## config.mk

```make
export PLATFORM = sky130hd
export DESIGN_NAME = mac_sched_flat
export DESIGN_NICKNAME = d
export VERILOG_FILES = /design/src/rtl/mac_pkg.sv /design/src/rtl/mac_sched_if.sv /design/src/rtl/mac_argmax.sv /design/src/rtl/mac_sched.sv /design/src/flat_wrapper.sv
export SDC_FILE = /design/constraint.sdc
export NUM_CORES = 1
export LEC_CHECK = 0
export CORE_MARGIN = 2
export CORE_UTILIZATION = 25
export DETAILED_ROUTE_END_ITERATION = 6
export PLACE_DENSITY = 0.57
export SYNTH_ARGS = -nofsm -noshare
export SYNTH_HDL_FRONTEND = slang
export SYNTH_HIERARCHICAL = 1
export SYNTH_SLANG_ARGS = --single-unit
export TNS_END_PERCENT = 20
```

## constraint.sdc

```tcl
create_clock -name clk -period 2.65 [get_ports clk]
set_clock_uncertainty 0.2 [all_clocks]
set_input_delay 0.265 -clock clk [delete_from_list [all_inputs] [get_ports clk]]
set_output_delay 0.265 -clock clk [all_outputs]
set_load 0.05 [all_outputs]
```

## src/rtl/mac_pkg.sv

```systemverilog
// Shared constants and state encoding for the mac_sched classifier controller.
package mac_pkg;
   localparam int DATA_W = 128;
   localparam int SUM_W  = 20;
   localparam int CLS_W  = 4;
   localparam int IMG_AW = 6;
   localparam int LANES  = 16;

   // 16 lanes x 255 x 255: the largest value mac1 can ever produce
   localparam logic [SUM_W-1:0] MAX_SUM = 20'hFE010;

   typedef enum logic [2:0] {
      IDLE,
      RD_IMG,
      RD_W,
      LOAD,
      CMP,
      OUT
   } state_t;
endpackage

```

## src/rtl/mac_sched_if.sv

```systemverilog
// Bus between mac_sched and its environment: control, both ROMs, mac1 and the result sink.
interface mac_sched_if;
   import mac_pkg::*;

   logic              start;
   logic              busy;
   logic              done;
   logic [IMG_AW-1:0] img_addr;
   logic              img_re;
   logic [DATA_W-1:0] img_rdata;
   logic [CLS_W-1:0]  w_addr;
   logic              w_re;
   logic [DATA_W-1:0] w_rdata;
   logic [DATA_W-1:0] mac_p;
   logic [DATA_W-1:0] mac_w;
   logic [SUM_W-1:0]  mac_s;
   logic              result_valid;
   logic              result_ready;
   logic [IMG_AW-1:0] result_idx;
   logic [CLS_W-1:0]  result_class;
   logic [SUM_W-1:0]  result_score;

   modport master (
      input  start, img_rdata, w_rdata, mac_s, result_ready,
      output busy, done, img_addr, img_re, w_addr, w_re, mac_p, mac_w,
             result_valid, result_idx, result_class, result_score
   );

   modport slave (
      output start, img_rdata, w_rdata, mac_s, result_ready,
      input  busy, done, img_addr, img_re, w_addr, w_re, mac_p, mac_w,
             result_valid, result_idx, result_class, result_score
   );
endinterface

```

## src/rtl/mac_argmax.sv

```systemverilog
// Running arg-max over one image's class sums; ties keep the earlier (lower) class.
module mac_argmax
   import mac_pkg::*;
(
   input  logic             clk,
   input  logic             rst,
   input  logic             en_i,
   input  logic             first_i,
   input  logic [SUM_W-1:0] score_i,
   input  logic [CLS_W-1:0] cls_i,
   output logic [SUM_W-1:0] best_score_o,
   output logic [CLS_W-1:0] best_cls_o
);
   logic [SUM_W-1:0] best_score_q;
   logic [CLS_W-1:0] best_cls_q;

   always_ff @(posedge clk) begin
      if (rst) begin
         best_score_q <= '0;
         best_cls_q   <= '0;
      end else if (en_i && (first_i || (score_i > best_score_q))) begin
         best_score_q <= score_i;
         best_cls_q   <= cls_i;
      end
   end

   assign best_score_o = best_score_q;
   assign best_cls_o   = best_cls_q;
endmodule

```

## src/rtl/mac_sched.sv

```systemverilog
// Sequences mac1 over every (image, class) pair of a batch and emits one arg-max result per image.
module mac_sched
   import mac_pkg::*;
#(
   parameter int NUM_IMAGES  = 40,
   parameter int NUM_CLASSES = 10
) (
   input logic         clk,
   input logic         rst,
   mac_sched_if.master bus
);
   localparam logic [IMG_AW-1:0] LAST_IMG = IMG_AW'(NUM_IMAGES - 1);
   localparam logic [CLS_W-1:0]  LAST_CLS = CLS_W'(NUM_CLASSES - 1);

   state_t            state_q, state_d;
   logic [IMG_AW-1:0] img_idx_q, img_idx_d;
   logic [CLS_W-1:0]  cls_q, cls_d;
   logic [DATA_W-1:0] p_hold_q, p_hold_d;
   logic [DATA_W-1:0] mac_p_q, mac_p_d;
   logic [DATA_W-1:0] mac_w_q, mac_w_d;
   logic              done_q, done_d;
   logic              img_re, w_re, res_valid, am_en;
   logic [SUM_W-1:0]  best_score;
   logic [CLS_W-1:0]  best_cls;

   always_ff @(posedge clk) begin
      if (rst) begin
         state_q   <= IDLE;
         img_idx_q <= '0;
         cls_q     <= '0;
         p_hold_q  <= '0;
         mac_p_q   <= '0;
         mac_w_q   <= '0;
         done_q    <= 1'b0;
      end else begin
         state_q   <= state_d;
         img_idx_q <= img_idx_d;
         cls_q     <= cls_d;
         p_hold_q  <= p_hold_d;
         mac_p_q   <= mac_p_d;
         mac_w_q   <= mac_w_d;
         done_q    <= done_d;
      end
   end

   always_comb begin
      state_d   = state_q;
      img_idx_d = img_idx_q;
      cls_d     = cls_q;
      p_hold_d  = p_hold_q;
      mac_p_d   = mac_p_q;
      mac_w_d   = mac_w_q;
      done_d    = 1'b0;
      img_re    = 1'b0;
      w_re      = 1'b0;
      res_valid = 1'b0;
      am_en     = 1'b0;
      unique case (state_q)
         IDLE: begin
            if (bus.start) begin
               img_idx_d = '0;
               state_d   = RD_IMG;
            end
         end
         RD_IMG: begin
            img_re  = 1'b1;
            cls_d   = '0;
            state_d = RD_W;
         end
         RD_W: begin
            // The image word arrives only once per image; hold it across all classes
            w_re = 1'b1;
            if (cls_q == '0) p_hold_d = bus.img_rdata;
            state_d = LOAD;
         end
         LOAD: begin
            mac_p_d = p_hold_q;
            mac_w_d = bus.w_rdata;
            state_d = CMP;
         end
         CMP: begin
            am_en = 1'b1;
            if (cls_q == LAST_CLS) begin
               state_d = OUT;
            end else begin
               cls_d   = cls_q + CLS_W'(1);
               state_d = RD_W;
            end
         end
         OUT: begin
            res_valid = 1'b1;
            if (bus.result_ready) begin
               if (img_idx_q == LAST_IMG) begin
                  done_d  = 1'b1;
                  state_d = IDLE;
               end else begin
                  img_idx_d = img_idx_q + IMG_AW'(1);
                  state_d   = RD_IMG;
               end
            end
         end
         default: state_d = IDLE;
      endcase
   end

   mac_argmax u_argmax (
      .clk          (clk),
      .rst          (rst),
      .en_i         (am_en),
      .first_i      (cls_q == '0),
      .score_i      (bus.mac_s),
      .cls_i        (cls_q),
      .best_score_o (best_score),
      .best_cls_o   (best_cls)
   );

   assign bus.busy         = (state_q != IDLE);
   assign bus.done         = done_q;
   assign bus.img_addr     = img_idx_q;
   assign bus.img_re       = img_re;
   assign bus.w_addr       = cls_q;
   assign bus.w_re         = w_re;
   assign bus.mac_p        = mac_p_q;
   assign bus.mac_w        = mac_w_q;
   assign bus.result_valid = res_valid;
   assign bus.result_idx   = img_idx_q;
   assign bus.result_class = best_cls;
   assign bus.result_score = best_score;
endmodule

```

## src/flat_wrapper.sv

```systemverilog
// flat-port wrapper written by rule: the top's interface ports become plain ports
module mac_sched_flat import mac_pkg::*;
#(
   parameter int NUM_IMAGES  = 40,
   parameter int NUM_CLASSES = 10
)
  (clk, rst, bus_start, bus_img_rdata, bus_w_rdata, bus_mac_s, bus_result_ready, bus_busy, bus_done, bus_img_addr, bus_img_re, bus_w_addr, bus_w_re, bus_mac_p, bus_mac_w, bus_result_valid, bus_result_idx, bus_result_class, bus_result_score);
  mac_sched_if bus_i ();
  input logic clk;
  input logic rst;
  input wire logic [$bits(bus_i.start)-1:0] bus_start;
  input wire logic [$bits(bus_i.img_rdata)-1:0] bus_img_rdata;
  input wire logic [$bits(bus_i.w_rdata)-1:0] bus_w_rdata;
  input wire logic [$bits(bus_i.mac_s)-1:0] bus_mac_s;
  input wire logic [$bits(bus_i.result_ready)-1:0] bus_result_ready;
  output wire logic [$bits(bus_i.busy)-1:0] bus_busy;
  output wire logic [$bits(bus_i.done)-1:0] bus_done;
  output wire logic [$bits(bus_i.img_addr)-1:0] bus_img_addr;
  output wire logic [$bits(bus_i.img_re)-1:0] bus_img_re;
  output wire logic [$bits(bus_i.w_addr)-1:0] bus_w_addr;
  output wire logic [$bits(bus_i.w_re)-1:0] bus_w_re;
  output wire logic [$bits(bus_i.mac_p)-1:0] bus_mac_p;
  output wire logic [$bits(bus_i.mac_w)-1:0] bus_mac_w;
  output wire logic [$bits(bus_i.result_valid)-1:0] bus_result_valid;
  output wire logic [$bits(bus_i.result_idx)-1:0] bus_result_idx;
  output wire logic [$bits(bus_i.result_class)-1:0] bus_result_class;
  output wire logic [$bits(bus_i.result_score)-1:0] bus_result_score;
  assign bus_i.start = bus_start;
  assign bus_i.img_rdata = bus_img_rdata;
  assign bus_i.w_rdata = bus_w_rdata;
  assign bus_i.mac_s = bus_mac_s;
  assign bus_i.result_ready = bus_result_ready;
  assign bus_busy = bus_i.busy;
  assign bus_done = bus_i.done;
  assign bus_img_addr = bus_i.img_addr;
  assign bus_img_re = bus_i.img_re;
  assign bus_w_addr = bus_i.w_addr;
  assign bus_w_re = bus_i.w_re;
  assign bus_mac_p = bus_i.mac_p;
  assign bus_mac_w = bus_i.mac_w;
  assign bus_result_valid = bus_i.result_valid;
  assign bus_result_idx = bus_i.result_idx;
  assign bus_result_class = bus_i.result_class;
  assign bus_result_score = bus_i.result_score;
  mac_sched #(.NUM_IMAGES(NUM_IMAGES), .NUM_CLASSES(NUM_CLASSES)) u_core (.clk(clk), .rst(rst), .bus(bus_i));
endmodule
```

==> flow_metrics.py, run 1 <==
metrics = {
    "global_route": {
        "grt_max_degree": 143,
        "grt_pass1_vias": 15100,
        "grt_pass1_wl_um": 87000,
        "antenna_found_initial": 7,
        "overflow": 0,
        "track_usage": 0.163,
    },
    "layout": {
        "fillCellCount": 6459,
        "stdcell_count": 3535,
        "drive_above_1_share": 0.0616,
        "utilization": 0.392,
        "area_growth_pct": 55.4,
        "mostFrequentLayoutCells": "nand2_1 (801), clkdlybuf4s50_1 (575), dfxtp_1 (411)",
        "multi_input_area_um2": 6870,
        "regArea_um2": 8460,
        "nets": 2942,
        "layout_commonest_cell": "nand2_1",
    },
    "power_and_ir_drop": {
        "peakVddDrop_v": 0.000400,
        "leakagePower_nw": 8.53,
        "total_power_mw": 15.9,
        "p_per_area_nw_per_um2": 628,
    },
    "sta": {
        "period_needed_ns": 2.56,
        "worst-slew-pin-transition_ns": 0.815,
        "hold_viol": 0,
        "period_share": 0.967,
        "relSlewSlack": 0.457,
        "max_freq_ghz": 0.390,
        "drv_slew": 0,
        "setup_viol_count_final": 0,
        "hold_ws_ns": 0.0408,
    },
    "synth": {
        "netlist_area_um2": 16200,
        "yosysWarnings": 6,
        "synth_area_per_cell_um2": 7.84,
        "synth_edf_count": 0,
        "synth_cell_types": 51,
        "synth_nets": 2374,
        "yosysSeqAreaShare": 0.520,
        "async_reset_ff_frac": 0,
        "syn_inst": 2070,
        "synth-seq-cells": 422,
        "ys.flop_type": "dfxtp_1",
    },
    "clocking": {
        "clk_pin_slew_ns": 0.06,
        "cts_tree": "yes",
        "cts_made_buffers": 49,
        "h-tree-depth": 2,
        "root_buffer": "clkbuf_16",
        "clockBufferDepth": 3,
        "worstSkewPairLatency_ns": 0.58,
        "numClockSinks": 422,
    },
    "critical_path": {
        "worstReg2RegStart": "u_core/u_argmax/best_score_o[18]$_SDFFE_PP0P_",
        "ff2ff_path_depth": 8,
        "r2r-end": "u_core/u_argmax/best_score_o[17]$_SDFFE_PP0P_",
        "critical_path_arrival_ns": 2.87,
        "worst-path-buf-inv": 2,
        "worstPathRequired_ns": 2.96,
        "crit_path_cell_trace": "inv_1 -> ha_1 -> nand4_4 -> or4_4 -> a21o_1 -> buf_6 -> or3_1 -> nand4_1",
        "critical-path-max-stage-delay_ns": 0.59,
        "ff2ff_setup_slack_ns": 0.09,
        "worst_setup_path_start_kind": "flip-flop",
        "crit_slowest_cell": "or4_4",
        "worstSetupPathType": "flip-flop to flip-flop",
        "endpoint_kind": "flip-flop",
        "path_delay_family": "simple AND/OR/NAND/NOR gates",
        "path_max_fanout": 24,
    },
    "placement": {
        "port_buffers": 580,
        "hpwl_um": 40200,
        "place.gp.congestion": 0.860,
        "dp_cells": 3387,
    },
    "route": {
        "post-route-drc-count": 0,
        "wire_per_inst_um": 16.4,
        "final_antenna_net_count": 0,
        "via_per_inst": 4.53,
        "wl_um": 58100,
        "drt_iter0_drc": 833,
        "dr.pass1.iters": 5,
        "vias": 16000,
    },
    "floorplanning": {
        "dieArea_um2": 67000,
        "dieHeight_um": 259,
        "rows": 93,
        "pin_count": 581,
        "core_um2": 64300,
        "start_util": 0.252,
        "dieWidth_um": 259,
    },
    "worst_hold_path": {
        "hp-class": "input port to flip-flop",
        "min_to": "u_core/bus.mac_w[3]$_SDFFE_PP0P_",
        "hp-start": "bus_w_rdata[3]",
        "hold_depth": 3,
    },
    "outcome": {
        "status": "complete, no violations",
    },
    "run": {
        "maxCapViolCount": 0,
    },
}
## layer usage
metal,vias to the layer above,wire length [um],part of all wire,track usage
met5,-,55,0.00095,0
met2,482,28000,0.48,0.281
met1,7481,23700,0.41,0.189
li1,7931,-,-,-
met3,104,4670,0.080,0.0524
met4,8,1700,0.029,0.0554
## per-stage QoR
stage / setup WS, ns / instance area, um^2 / TNS, ns
global placement: -0.264 / 22900 / -5.85
floorplan: 0.00306 / 16300 / 0
global route: -0.0104 / 25200 / -0.0216
CTS: 0.0289 / 25100 / 0
finish: 0.0872 / 25200 / 0
detailed placement: -0.318 / 22900 / -7.04
## power by group
part	leakage, nW	internal (mW)	switching, mW	total [mW]
registers	3.42	6.58	0.133	6.72
clock network	0.852	4.28	2.77	7.05
logic	4.27	0.900	1.19	2.09
total	8.53	11.8	4.09	15.9
## sequential cells by signal, indices dropped and copies added, names as in the netlist
name,count
u_core/u_argmax/best_score_o,20
u_core/p_hold_q,128
u_core/bus.done,1
u_core/state_q,3
u_core/bus.img_addr,6
u_core/bus.mac_p,128
u_core/bus.mac_w,128
u_core/bus.w_addr,4
u_core/u_argmax/best_cls_o,4
## cell usage after synthesis (all sizes together), types with 8 or more instances
library cell  instances  area share
buf                  72       0.032
nor2                 28      0.0065
a21oi               401        0.12
nand2b               25      0.0096
a211o                24       0.013
ha                   24       0.018
nand4                53       0.021
nor2b                 8      0.0031
nand2               802        0.19
o21ai                 8      0.0025
dfxtp               422        0.52
inv                  29      0.0067
clkbuf               94       0.022
or3                  26       0.010
## cells by family after synthesis
kind of cell	Yosys count	synth area share
adders and majority gates	24	0.0185
DFF	422	0.520
muxes	2	0.00123
AOI/OAI and AO/OA	453	0.150
and+or+nand+nor	974	0.249
buffers and inverters	195	0.0610
## how the worst max path moves through the flow
| stage | from | endpoint | slack, ns | depth (start not counted) |
|---|---|---|---|---|
| 2_1_floorplan | u_core/u_argmax/best_score_o[6]$_SDFFE_PP0P_ | u_core/u_argmax/best_score_o[7]$_SDFFE_PP0P_ | 0.003 | 9 |
| 3_3_place_gp | bus_mac_s[19] | u_core/u_argmax/best_score_o[10]$_SDFFE_PP0P_ | -0.26 | 8 |
| 3_5_place_dp | bus_mac_s[19] | u_core/u_argmax/best_score_o[19]$_SDFFE_PP0P_ | -0.32 | 8 |
| 4_1_cts | u_core/u_argmax/best_score_o[19]$_SDFFE_PP0P_ | u_core/u_argmax/best_score_o[17]$_SDFFE_PP0P_ | 0.03 | 8 |
| 5_1_grt | u_core/u_argmax/best_score_o[18]$_SDFFE_PP0P_ | u_core/u_argmax/best_score_o[15]$_SDFFE_PP0P_ | -0.01 | 9 |
| 6_report | u_core/u_argmax/best_score_o[18]$_SDFFE_PP0P_ | u_core/u_argmax/best_score_o[17]$_SDFFE_PP0P_ | 0.09 | 8 |
## layout make-up
cell class	instances	share of cell area
Clock buffer	69	0.0571
Antenna cell	3	0.000297
Inverter	29	0.00431
Tap cell	855	0.0424
Timing Repair Buffer	683	0.278
Multi-Input combinational cell	1453	0.272
Sequential cell	422	0.335
Clock inverter	21	0.0107
## tightest hold or removal path, cell delays in order
cell and delay (ns):
clkdlybuf4s50_1 0.40, nand2_1 0.06, a21oi_1 0.05
## timing repair
item                                   in CTS  in global routing
buffers inserted                            0                  2
setup endpoints to repair                   1                 24
cloned                                      0                  2
endpoints found under the hold margin      54                  0
hold buffers                               51                  0
pin swaps                                   0                  3
resized for setup                           1                  5
No activity file was read; power rests on OpenSTA's default activity.
==> inputs of run 2 (changes only) <==
- RECOVER_POWER: default -> 25
- SETUP_SLACK_MARGIN: default -> 0.2
==> run 2 against run 1 <==
  * Cell area up 3.6%
  * Clock-buffer cell count down 1
  * Hold slack worse by 0.010 ns
  * Final cell count up 2.1%
  * Setup slack better by 0.048 ns
  * Non-clock buffer count up 82
  * Die area unchanged
  * Flip-flop and latch count unchanged
  * First-iteration DRC count up 18%
  * Power down 1.6%
  * Critical path depth up 1
  * Largest cell class unchanged
  * Largest power group is now sequential cells
==> flow_metrics.py, run 2 (same netlist as run 1, synthesis figures left out) <==
metrics = {
    "outcome": {
        "status": "complete, no violations",
    },
    "worst_hold_path": {
        "hp-class": "input port to flip-flop",
    },
    "sta": {
        "period_share": 0.949,
        "max_freq_ghz": 0.398,
        "relSlewSlack": 0.548,
        "period_needed_ns": 2.51,
        "hold_ws_ns": 0.0308,
        "setup_viol_count_final": 0,
        "tns_ns": 0,
        "worst-slew-pin-transition_ns": 0.676,
        "rsz0062_at_grt": "yes",
        "hold_viol": 0,
        "drv_slew": 0,
    },
    "floorplanning": {
        "dieWidth_um": 259,
        "pin_count": 581,
        "start_util": 0.252,
        "core_um2": 64300,
        "dieArea_um2": 67000,
        "dieHeight_um": 259,
        "rows": 93,
    },
    "clocking": {
        "numClockSinks": 422,
        "clockBufferDepth": 3,
        "cts_made_buffers": 50,
        "worstSkewPairLatency_ns": 0.58,
        "cts_tree": "yes",
        "root_buffer": "clkbuf_16",
        "h-tree-depth": 2,
        "clk_pin_slew_ns": 0.05,
    },
    "placement": {
        "hpwl_um": 41700,
        "port_buffers": 580,
        "place.gp.congestion": 0.909,
    },
    "critical_path": {
        "worstSetupPathType": "flip-flop to flip-flop",
        "endpoint_kind": "flip-flop",
        "path_max_fanout": 18,
        "critical_path_arrival_ns": 2.76,
        "worst_setup_path_start_kind": "flip-flop",
        "worstPathRequired_ns": 2.89,
    },
    "power_and_ir_drop": {
        "peakVddDrop_v": 0.000557,
        "leakagePower_nw": 9.40,
        "p_per_area_nw_per_um2": 597,
    },
    "global_route": {
        "grt_pass1_vias": 15900,
        "overflow": 0,
        "grt_max_degree": 102,
        "track_usage": 0.169,
        "grt_pass1_wl_um": 90400,
        "antenna_found_initial": 5,
    },
    "route": {
        "via_per_inst": 4.53,
        "wl_um": 60100,
        "dr.pass1.iters": 5,
        "vias": 16400,
        "post-route-drc-count": 0,
        "wire_per_inst_um": 16.6,
        "final_antenna_net_count": 0,
        "drt_iter0_drc": 985,
    },
    "layout": {
        "drive_above_1_share": 0.0723,
        "layout_commonest_cell": "nand2_1",
        "mostFrequentLayoutCells": "nand2_1 (801), clkdlybuf4s50_1 (430), dfxtp_1 (404)",
        "area_growth_pct": 61.0,
        "nets": 3025,
    },
    "run": {
        "maxCapViolCount": 0,
    },
}
-- run 2: critical path, stage by stage, from the launching register on --
cell	delay [ns]
dfxtp_4	0.34
inv_2	0.05
ha_4	0.26
nand4_1	0.14
or4_4	0.61
o31ai_4	0.22
buf_6	0.19
buf_12	0.15
or3_1	0.13
nand4_1	0.09
-- run 2: layer usage --
layer	global-route usage	routed length [um]
met1	0.195	24300
met2	0.298	29700
met3	0.0419	4050
met4	0.0647	2050
met5	0	13
-- run 2: layout make-up --
cell class	count	area [um^2]
Antenna cell	4	10.0
Clock buffer	68	1420
Fill cell	6373	38200
Multi-Input combinational cell	1453	6970
Timing Repair Buffer	765	7880
Inverter	29	111
Sequential cell	422	8510
Tap cell	855	1070
Clock inverter	15	176
-- run 2: stage by stage --
| stage | cells | util | power (mW) | instance area [um^2] | setup WS [ns] |
|---|---|---|---|---|---|
| floorplan | 2070 | - | 7.95 | 16400 | 0.193 |
| global placement | 3397 | 0.360 | 8.89 | 23200 | -0.235 |
| detailed placement | 3397 | 0.360 | 8.92 | 23200 | -0.326 |
| CTS | 3596 | 0.403 | 15.9 | 25900 | 0.102 |
| global route | 3611 | 0.406 | 16.3 | 26100 | 0.0457 |
| finish | 3611 | 0.406 | 15.6 | 26100 | 0.135 |
-- run 2: timing repair --
action	in CTS	in global routing
setup endpoints to repair	29	30
buffers inserted	1	4
hold buffers	115	1
resized for setup	2	13
pin swaps	2	6
hold endpoints to repair	136	11
cloned	0	6
-- run 2: path summary, 6_finish.rpt --
path                                                      from                                      endpoint  slack [ns]  cells past startpoint
setup / recovery  u_core/u_argmax/best_score_o[9]$_SDFFE_PP0P_  u_core/u_argmax/best_score_o[9]$_SDFFE_PP0P_        0.14                      9
hold / removal                                  bus_w_rdata[8]              u_core/bus.mac_w[8]$_SDFFE_PP0P_        0.03                      3
setup reg to reg  u_core/u_argmax/best_score_o[9]$_SDFFE_PP0P_  u_core/u_argmax/best_score_o[9]$_SDFFE_PP0P_        0.14                      9
hold reg to reg               u_core/p_hold_q[97]$_SDFFE_PP0P_             u_core/bus.mac_p[97]$_SDFFE_PP0P_        0.23                      2
-- run 2: where the power goes --
part	internal (mW)	leakage [nW]	total (mW)	switching, mW
logic	0.972	5.19	2.20	1.23
registers	6.57	3.42	6.70	0.133
clock network	3.93	0.789	6.70	2.77
==> inputs of run 3 (changes only) <==
- PLACE_DENSITY: 0.57 -> 0.55
- clock period: 2.65 -> 2.4 ns (I/O delays scaled with it)
==> run 3 against run 2 <==
  * Routed wire length about the same
  * Highest routed layer is now met4
  * Largest cell class is now non-clock buffers
  * Die area unchanged
  * The run now ends with setup timing left
  * Clock-buffer cell count up 5
==> flow_metrics.py, run 3 (same netlist as run 1, synthesis figures left out) <==
metrics = {
    "outcome": {
        "status": "finished with violations",
        "violations": "setup timing",
    },
    "sta": {
        "period_needed_ns": 2.56,
        "period_share": 1.07,
        "setup_slack_ns": -0.159,
        "worst-slew-pin-transition_ns": 0.795,
        "max_freq_ghz": 0.391,
        "relSlewSlack": 0.469,
        "rsz0062_at_grt": "yes",
        "hold_viol": 0,
        "drv_slew": 0,
        "setup_viol_count_final": 24,
    },
    "layout": {
        "utilization": 0.420,
        "layout_commonest_cell": "nand2_1",
        "final_area_um2": 27000,
        "mostFrequentLayoutCells": "nand2_1 (801), dfxtp_1 (404), a21oi_1 (401)",
        "nets": 3161,
        "area_growth_pct": 66.5,
        "drive_above_1_share": 0.0805,
    },
    "floorplanning": {
        "start_util": 0.252,
        "rows": 93,
        "dieHeight_um": 259,
        "dieArea_um2": 67000,
        "core_um2": 64300,
        "dieWidth_um": 259,
        "pin_count": 581,
    },
    "critical_path": {
        "endpoint_kind": "flip-flop",
        "path_max_fanout": 12,
        "crit_path_cell_trace": "inv_2 -> ha_4 -> nand4_4 -> or4_4 -> o31ai_4 -> buf_4 -> clkbuf_16 -> or3_1 -> nand4_1",
        "critical-path-max-stage-delay_ns": 0.59,
        "ff2ff_path_depth": 9,
        "crit_start": "u_core/u_argmax/best_score_o[16]$_SDFFE_PP0P_",
        "worstSetupPathType": "flip-flop to flip-flop",
        "r2r-end": "u_core/u_argmax/best_score_o[14]$_SDFFE_PP0P_",
        "ff2ff_setup_slack_ns": -0.16,
        "worstReg2RegStart": "u_core/u_argmax/best_score_o[16]$_SDFFE_PP0P_",
        "worst_setup_path_start_kind": "flip-flop",
        "worstPathRequired_ns": 2.65,
        "critical_path_arrival_ns": 2.81,
        "crit_slowest_cell": "or4_4",
    },
    "power_and_ir_drop": {
        "seqPwrFrac": 0.424,
        "peakVddDrop_v": 0.000523,
        "comb_power_share": 0.145,
        "netSwitchingFraction": 0.264,
        "p_per_area_nw_per_um2": 645,
        "p_switching_mw": 4.60,
        "leakagePower_nw": 10.8,
        "internal-power_mw": 12.8,
        "clock_power_share": 0.431,
    },
    "placement": {
        "place_area_um2": 23300,
        "port_buffers": 580,
        "place.gp.congestion": 0.852,
        "hpwl_um": 40600,
    },
    "run": {
        "maxCapViolCount": 0,
    },
    "worst_hold_path": {
        "hold_depth": 3,
        "min_to": "u_core/p_hold_q[84]$_SDFFE_PP0P_",
        "hp-start": "bus_img_rdata[84]",
        "hp-class": "input port to flip-flop",
    },
    "route": {
        "wl_um": 60200,
        "final_antenna_net_count": 0,
        "wire_per_inst_um": 16.0,
        "via_per_inst": 4.50,
        "post-route-drc-count": 0,
        "vias": 16900,
        "dr.pass1.iters": 7,
        "drt_iter0_drc": 869,
    },
    "clocking": {
        "h-tree-depth": 2,
        "cts_made_buffers": 49,
        "numClockSinks": 422,
        "worstSkewPairLatency_ns": 0.59,
        "root_buffer": "clkbuf_16",
        "cts_tree": "yes",
        "clk_pin_slew_ns": 0.06,
        "clockBufferDepth": 3,
    },
    "global_route": {
        "grt_max_degree": 114,
        "grt_pass1_wl_um": 91400,
        "antenna_found_initial": 3,
        "overflow": 0,
        "track_usage": 0.169,
        "grt_pass1_vias": 16500,
    },
}
-- run 3: changes by cell type in the layout (fill, tap and decap cells not counted), sizes merged, moves of 3 or more --
cell           previous run  this run
dlygate4sd3             261       230
clkdlybuf4s50           430       284
buf                      65        92
dlymetal6s2s              0         3
clkbuf                   76        96
dlygate4sd2               1       270
-- run 3: area by class of cell --
| class | instances | area (um^2) |
|---|---|---|
| multi-input cells | 1453 | 7010 |
| inverters | 29 | 119 |
| flip-flops and latches | 422 | 8510 |
| well taps | 855 | 1070 |
| fillers | 6442 | 37300 |
| clock buffers | 73 | 1500 |
| diodes | 3 | 7.51 |
| clock inverters | 14 | 156 |
| repair buffers | 902 | 8660 |
-- run 3: routing by layer --
layer	vias to the layer above	global-route usage	wire [um]
li1	8378	-	-
met1	7847	0.195	24200
met2	522	0.295	29200
met3	142	0.0421	4030
met4	0	0.0769	2720
met5	-	0	0
-- run 3: repair_timing --
item                                    CTS  global route
gates resized for setup                 286            30
cloned                                    1             2
hold buffers                            230             0
endpoints found under the hold margin   234             0
endpoints found under the setup margin  367            57
pin swaps                                 6             2
setup buffers                             6             5
-- run 3: critical path: cells and delay by family (launching register included) --
kind | cells | cell delay [ns]
compound gates | 1 | 0.34
buf+inv | 3 | 0.38
fa+ha+maj | 1 | 0.27
simple gates | 4 | 0.90
flops | 1 | 0.35
-- run 3: metrics by stage --
step | TNS [ns] | worst slack (ns) | total power, mW | cells | hold WS, ns
after floorplan | -0.657 | -0.0500 | 8.78 | 2070 | 0.176
after global placement | -11.07 | -0.484 | 9.78 | 3417 | 0.235
after detailed placement | -12.70 | -0.560 | 9.82 | 3417 | 0.242
after CTS | -2.01 | -0.115 | 17.7 | 3741 | 0.000560
after global routing | -16.12 | -0.232 | 18.2 | 3751 | 0.0198
final | -2.73 | -0.159 | 17.4 | 3751 | 0.0385
-- run 3: power groups by stage --
| stage | clock network [mW] | logic, mW | registers [mW] |
|---|---|---|---|
| floorplan | 0 | 0.942 | 7.84 |
| global placement | 0 | 2.25 | 7.53 |
| detailed placement | 0 | 2.28 | 7.54 |
| CTS | 7.79 | 2.57 | 7.38 |
| global route | 8.08 | 2.74 | 7.41 |
| finish | 7.52 | 2.54 | 7.39 |
-- run 3: worst max-delay path by stage --
stage	to	slack, ns
after CTS	u_core/u_argmax/best_cls_o[3]$_SDFFE_PP0P_	-0.12
after global routing	u_core/u_argmax/best_score_o[14]$_SDFFE_PP0P_	-0.23
final	u_core/u_argmax/best_score_o[14]$_SDFFE_PP0P_	-0.16
after global placement	u_core/u_argmax/best_score_o[9]$_SDFFE_PP0P_	-0.48
after detailed placement	u_core/u_argmax/best_score_o[8]$_SDFFE_PP0P_	-0.56
after floorplan	u_core/u_argmax/best_score_o[4]$_SDFFE_PP0P_	-0.05
